$ cat src/rtl/mem_ctrl_pkg.sv
// -----------------------------------------------------------------------------
// mem_ctrl_pkg
// Shared definitions for the stalling data-memory controller:
//   - state_e : 2-bit controller state encoding (IDLE=0, REQ=1, WAIT=2, DONE=3)
//   - op_e    : latched operation kind (read / write)
//   - MEM_LAT_DEFAULT / TIMEOUT_DEFAULT : parameter defaults for mem_stall_ctrl
//   - CNT_W   : width of the latency and timeout counters
// -----------------------------------------------------------------------------
package mem_ctrl_pkg;

  localparam int MEM_LAT_DEFAULT = 2;
  localparam int TIMEOUT_DEFAULT = 255;
  localparam int CNT_W           = 8;

  typedef enum logic [1:0] {
    ST_IDLE = 2'd0,
    ST_REQ  = 2'd1,
    ST_WAIT = 2'd2,
    ST_DONE = 2'd3
  } state_e;

  typedef enum logic {
    OP_READ  = 1'b0,
    OP_WRITE = 1'b1
  } op_e;

  // Counter value seen in the last cycle of an n-cycle interval that starts at 0.
  function automatic logic [CNT_W-1:0] cnt_last(input int n);
    return CNT_W'(n - 1);
  endfunction

endpackage : mem_ctrl_pkg

$ cat src/rtl/mem_sat_counter.sv
// -----------------------------------------------------------------------------
// mem_sat_counter
// Up-counter that sticks at its all-ones value instead of wrapping.
// Clear has priority over enable.
//
// Ports:
//   clk    in   clock
//   rst    in   asynchronous active-high reset (counter -> 0)
//   clr_i  in   synchronous clear
//   en_i   in   count enable
//   cnt_o  out  current count (CNT_W bits)
// -----------------------------------------------------------------------------
module mem_sat_counter
  import mem_ctrl_pkg::*;
(
  input  logic             clk,
  input  logic             rst,
  input  logic             clr_i,
  input  logic             en_i,
  output logic [CNT_W-1:0] cnt_o
);

  logic [CNT_W-1:0] cnt_q;

  // NOTE: sequential state is only ever written with non-blocking assignments so
  // every flop samples pre-edge values regardless of block evaluation order.
  always_ff @(posedge clk or posedge rst) begin
    if (rst) begin
      cnt_q <= '0;
    end else if (clr_i) begin
      cnt_q <= '0;
    end else if (en_i && (cnt_q != '1)) begin
      cnt_q <= cnt_q + 1'b1;
    end
  end

  assign cnt_o = cnt_q;

endmodule : mem_sat_counter

$ cat src/rtl/mem_stall_ctrl.sv
// -----------------------------------------------------------------------------
// mem_stall_ctrl
// Multi-cycle data-memory controller between the processor memory stage and a
// banked main memory with a fixed read latency. One access is in flight at a
// time; the processor is held with `stall` until the access completes, and
// completion is signalled with a one-cycle `done` pulse.
//
// Optional feature macro: MEM_ALIGN_CHECK_EN
//   defined   : a request with addr[0]=1 in IDLE is rejected with `err`
//   undefined : addresses pass through unchanged, odd addresses are accepted
//
// Parameters:
//   MEM_LAT  cycles from read issue to valid mem_data_out (1..256)
//   TIMEOUT  consecutive mem_stall cycles in REQ before abort (1..256)
//
// Ports:
//   clk, rst         clock, asynchronous active-high reset
//   addr, data_in    processor byte address / store data
//   rd, wr           load / store request (level, sampled in IDLE)
//   data_out         registered load data, valid from `done` on
//   stall            processor hold (combinational in the accepting cycle)
//   done, err        registered one-cycle completion / error pulses
//   mem_addr         latched address to memory
//   mem_data_in      latched store data to memory
//   mem_rd, mem_wr   memory strobes, asserted only in REQ
//   mem_data_out     memory read data
//   mem_stall        bank busy: the strobe is not taken this cycle
//
// `err` is registered: it is high in the cycle after the rejected request or
// after the REQ cycle whose stall brought the timeout counter to TIMEOUT.
// -----------------------------------------------------------------------------
module mem_stall_ctrl
  import mem_ctrl_pkg::*;
#(
  parameter int MEM_LAT = MEM_LAT_DEFAULT,
  parameter int TIMEOUT = TIMEOUT_DEFAULT
) (
  input  logic        clk,
  input  logic        rst,
  input  logic [15:0] addr,
  input  logic [15:0] data_in,
  input  logic        rd,
  input  logic        wr,
  output logic [15:0] data_out,
  output logic        stall,
  output logic        done,
  output logic        err,
  output logic [15:0] mem_addr,
  output logic [15:0] mem_data_in,
  output logic        mem_rd,
  output logic        mem_wr,
  input  logic [15:0] mem_data_out,
  input  logic        mem_stall
);

  localparam logic [CNT_W-1:0] LAT_LAST = cnt_last(MEM_LAT);
  localparam logic [CNT_W-1:0] TMO_LAST = cnt_last(TIMEOUT);

  state_e      state_q;
  op_e         op_q;
  logic [15:0] addr_q;
  logic [15:0] wdata_q;
  logic [15:0] rdata_q;
  logic        done_q;
  logic        err_q;

  logic [CNT_W-1:0] lat_cnt;
  logic [CNT_W-1:0] tmo_cnt;

  logic req_misalign;
  logic in_idle;
  logic accept;
  logic idle_err;
  logic in_req;
  logic in_wait;
  logic granted;
  logic timeout_hit;
  logic wait_last;

`ifdef MEM_ALIGN_CHECK_EN
  assign req_misalign = (rd | wr) & addr[0];
`else
  assign req_misalign = 1'b0;
`endif

  assign in_idle  = (state_q == ST_IDLE);
  assign in_req   = (state_q == ST_REQ);
  assign in_wait  = (state_q == ST_WAIT);

  // rst gates acceptance so `stall` drops the moment reset is asserted, even
  // while a request is still being presented.
  assign accept   = ~rst & in_idle & (rd ^ wr) & ~req_misalign;
  assign idle_err = in_idle & ((rd & wr) | req_misalign);

  assign granted     = in_req & ~mem_stall;
  // The abort fires on the stall cycle that would bring the count to TIMEOUT.
  assign timeout_hit = in_req & mem_stall & (tmo_cnt == TMO_LAST);
  assign wait_last   = in_wait & (lat_cnt == LAT_LAST);

  // Latency counter restarts when the read strobe is taken, so WAIT always
  // begins at 0; timeout counter restarts on every accepted request.
  mem_sat_counter u_lat_cnt (
    .clk   (clk),
    .rst   (rst),
    .clr_i (accept | granted),
    .en_i  (in_wait),
    .cnt_o (lat_cnt)
  );

  mem_sat_counter u_tmo_cnt (
    .clk   (clk),
    .rst   (rst),
    .clr_i (accept),
    .en_i  (in_req & mem_stall),
    .cnt_o (tmo_cnt)
  );

  always_ff @(posedge clk or posedge rst) begin
    if (rst) begin
      state_q <= ST_IDLE;
      op_q    <= OP_READ;
      addr_q  <= '0;
      wdata_q <= '0;
      rdata_q <= '0;
      done_q  <= 1'b0;
      err_q   <= 1'b0;
    end else begin
      done_q <= 1'b0;
      err_q  <= 1'b0;
      unique case (state_q)
        ST_IDLE: begin
          if (accept) begin
            op_q    <= wr ? OP_WRITE : OP_READ;
            addr_q  <= addr;
            wdata_q <= data_in;
            state_q <= ST_REQ;
          end
          if (idle_err) begin
            err_q <= 1'b1;
          end
        end
        ST_REQ: begin
          if (granted) begin
            if (op_q == OP_WRITE) begin
              state_q <= ST_DONE;
              done_q  <= 1'b1;
            end else begin
              state_q <= ST_WAIT;
            end
          end else if (timeout_hit) begin
            err_q   <= 1'b1;
            state_q <= ST_IDLE;
          end
        end
        ST_WAIT: begin
          if (wait_last) begin
            rdata_q <= mem_data_out;
            done_q  <= 1'b1;
            state_q <= ST_DONE;
          end
        end
        ST_DONE: begin
          state_q <= ST_IDLE;
        end
        default: begin
          state_q <= ST_IDLE;
        end
      endcase
    end
  end

  assign stall       = accept | in_req | in_wait;
  assign mem_rd      = in_req & (op_q == OP_READ);
  assign mem_wr      = in_req & (op_q == OP_WRITE);
  assign mem_addr    = addr_q;
  assign mem_data_in = wdata_q;
  assign data_out    = rdata_q;
  assign done        = done_q;
  assign err         = err_q;

endmodule : mem_stall_ctrl
$ cat config.mk
export PLATFORM = sky130hd
export DESIGN_NAME = mem_stall_ctrl
export DESIGN_NICKNAME = d
export VERILOG_FILES = /design/src/rtl/mem_ctrl_pkg.sv /design/src/rtl/mem_sat_counter.sv /design/src/rtl/mem_stall_ctrl.sv
export SDC_FILE = /design/constraint.sdc
export NUM_CORES = 1
export LEC_CHECK = 0
export ABC_AREA = 1
export CAP_MARGIN = 20
export CORE_ASPECT_RATIO = 1.2
export CORE_MARGIN = 2
export CORE_UTILIZATION = 63
export CTS_CLUSTER_SIZE = 14
export DETAILED_ROUTE_END_ITERATION = 10
export DONT_BUFFER_PORTS = 1
export PLACE_DENSITY = 0.86
export SYNTH_ARGS = -nofsm -noshare
export SYNTH_HDL_FRONTEND = slang
export SYNTH_SLANG_ARGS = --single-unit
$ cat constraint.sdc
create_clock -name clk -period 3.75 [get_ports clk]
set_input_delay 0.5625 -clock clk [delete_from_list [all_inputs] [get_ports clk]]
set_output_delay 0.5625 -clock clk [all_outputs]
set_load 0.01 [all_outputs]
==> results.json <==
{
  "fin_setup_tns_ns": 0,
  "fmax_ghz": 0.4172,
  "grt-busiest-layer": "met2",
  "core-area_um2": 4905,
  "ys_seq_area_frac": 0.5422,
  "ioPinCount": 106,
  "fin_nets": 450,
  "synth_area_per_cell_um2": 8.249,
  "antenna_found_initial": 0,
  "routed_wl_um": 6278,
  "outcome": "finished clean",
  "die_x_um": 68.90,
  "multi_input_area_um2": 1279,
  "yosysWarnings": 0,
  "pwr-share-clk": 0.218,
  "ys_types": 28,
  "synthesis.area_um2": 3184,
  "clock_skew_ns": 0.007188,
  "min_path_type": "input pin to register",
  "place.gp.congestion": 0.9141,
  "ys_async_sr_fraction": 1.000,
  "hold_violations": 0,
  "combPwrFrac": 0.260,
  "place_inst": 438,
  "startpoint_type": "register",
  "clkLatencyLatePin_ns": 0.34,
  "postRouteAntennaNets": 0,
  "required_ns": 3.19,
  "cts_buffers": 9,
  "grt_pass1_vias": 2418,
  "synth-seq-cells": 69,
  "htreeDepth": 3,
  "drtIter0Drc": 114,
  "fp-row-count": 28,
  "clk_pin_slew_ns": 0.07,
  "die_h_um": 81.88,
  "grt-ovfl-total": 0,
  "use_met3": 0.06849,
  "vias_per_cell": 5.388,
  "period_needed_ns": 2.397,
  "period_share": 0.6392,
  "register_area_um2": 1727,
  "die_area_um2": 5642,
  "endpoint_kind": "primary output",
  "p_leak_nw": 1.817,
  "clk_path_buf_depth": 2,
  "final_cell_count_no_fill": 454,
  "start_util": 0.6492,
  "drive_gt1_frac": 0.08376,
  "netSwitchingPower_w": 0.001094,
  "cp_max_fo": 45,
  "ctsRootBufferMaster": "clkbuf_8",
  "synth_edf_count": 0,
  "pre_cts_ws_ns": 1.622,
  "swShare": 0.4038,
  "met2_usage": 0.4144,
  "yosys.area.top_type": "dfrtp_1",
  "rsz0062_at_grt": "no",
  "antenna_cells": 0,
  "netlist_instances": 386,
  "drv_cap": 0,
  "synth.most_common_cell": "nand2_1",
  "setup_viol": 0,
  "grt_pass1_wl_um": 10070,
  "hpwl_um": 4386,
  "cts_tree": "built",
  "drv_slew": 0,
  "postCtsSetupRepairBufs": 0,
  "track_usage": 0.2424,
  "tightestPinTransition_ns": 0.8156,
  "port_buffers": 0,
  "wl_per_cell_um": 13.83,
  "syn_nets": 447,
  "drc": 0,
  "fillers": 369,
  "seqPwrFrac": 0.523,
  "p_per_area_nw_per_um2": 793.9,
  "vdd_drop_max_uv": 483.2,
  "yosysTopAreaCellShare": 0.5422,
  "setup.worst_path.class": "register to primary output",
  "firstDrtPassIters": 4,
  "vias": 2446,
  "synthTopCellsByArea": "dfrtp_1, nand2_1, nand3_1",
  "cts.sink_count": 69,
  "cts_resized": 0,
  "synth.top_cells.by_count": "nand2_1, dfrtp_1, nand3_1",
  "fin_ws_ns": 1.353,
  "cp.arrival_ns": 1.83,
  "use_met1": 0.2641,
  "synthFlopType": "dfrtp_1",
  "slew_headroom": 0.4562,
  "cellInternalPower_w": 0.001616,
  "ctsHoldBuffers": 0,
  "synthToLayoutAreaGrowth_pct": 7.190,
  "grt_max_degree": 70
}
-- power groups by stage --
stage          registers (W)  logic, W  clock network [W]
2_1_floorplan        0.00136  0.000588                  0
3_3_place_gp         0.00142  0.000670                  0
3_5_place_dp         0.00142  0.000714                  0
4_1_cts              0.00142  0.000712           0.000596
5_1_grt              0.00147  0.000829           0.000632
6_report             0.00142  0.000703           0.000590
-- routing by layer --
| layer | up-vias | routed length [um] | part of all wire |
|---|---|---|---|
| li1 | 1205 | - | - |
| met1 | 1118 | 2515 | 0.40 |
| met2 | 107 | 3041 | 0.48 |
| met3 | 16 | 558 | 0.089 |
| met4 | 0 | 163 | 0.026 |
| met5 | - | 0 | 0 |
-- flip-flops by register name, summed over array words and instances (netlist names), named ones only --
name and count:
data_out 16, mem_addr 16, mem_data_in 16, u_lat_cnt.cnt_o 8, u_tmo_cnt.cnt_o 8, done 1
err 1, op_q 1, state_q 1
-- logic make-up after synthesis --
| group | count (synthesis) | share of synthesized area |
|---|---|---|
| AOI/OAI and AO/OA | 19 | 0.03458 |
| buffers and inverters | 41 | 0.05619 |
| adders and majority gates | 8 | 0.03144 |
| DFF | 69 | 0.5422 |
| xor gates and xnor gates | 3 | 0.008253 |
| and+or+nand+nor | 246 | 0.3273 |
-- worst paths after layout --
check / startpoint / to / slack [ns] / depth (start not counted)
max: state_q[0]$_DFFE_PP0P_ / stall / 1.35 / 6
min: data_in[13] / mem_data_in[13]$_DFFE_PP0P_ / 0.34 / 2
max reg2reg: state_q[0]$_DFFE_PP0P_ / u_lat_cnt.cnt_o[1]$_DFFE_PP0P_ / 1.79 / 9
min reg2reg: op_q$_DFFE_PP0P_ / op_q$_DFFE_PP0P_ / 0.52 / 2
max in group asynchronous: rst / data_out[0]$_DFFE_PP0P_ / 2.82 / 2
min in group asynchronous: rst / asynchronous set/reset pin / 0.40 / 2
-- layout make-up --
type                    instances  area share
clock buffers                  12     0.04252
flip-flops and latches         69      0.5059
inverters                      30     0.03446
well taps                      60     0.02199
clock inverters                 4     0.01393
multi-input cells             276      0.3746
repair buffers                  3    0.006598
-- per-stage QoR --
| step | cell area, um^2 | total power (W) | hold slack, ns | utilization |
|---|---|---|---|---|
| floorplan | 3184 | 0.001951 | 0.4709 | - |
| global placement | 3221 | 0.002092 | 0.4908 | 0.6566 |
| detailed placement | 3221 | 0.002135 | 0.5052 | 0.6566 |
| CTS | 3413 | 0.002727 | 0.3281 | 0.6959 |
| global route | 3413 | 0.002930 | 0.3269 | 0.6959 |
| finish | 3413 | 0.002710 | 0.3371 | 0.6959 |
-- cell usage in the layout (no fill, tap or decap) --
cell	count
nor2_1	25
nor3b_1	1
inv_2	2
nor2_2	3
clkinv_2	2
dfrtp_1	69
nand2_4	3
nand4_1	6
clkbuf_1	2
clkbuf_8	10
inv_4	2
a31oi_1	1
ha_1	8
nand2_1	172
o31ai_1	1
inv_1	26
a21oi_1	3
a21boi_0	1
a21oi_2	1
clkinvlp_4	1
buf_4	3
o211ai_1	1
nand2_2	3
bufinv_16	1
xor2_1	3
nor2_4	1
o21ai_0	10
nor2_8	1
nand3_1	31
a21o_1	1
-- worst max-delay path, stage by stage (launching register included) --
cell and delay, ns:
dfrtp_1 0.45, inv_1 0.09, ha_1 0.23, inv_1 0.12, nor2_4 0.06, inv_4 0.30, nand3_1 0.23
Note: power is estimated with default switching activity, not from simulation.
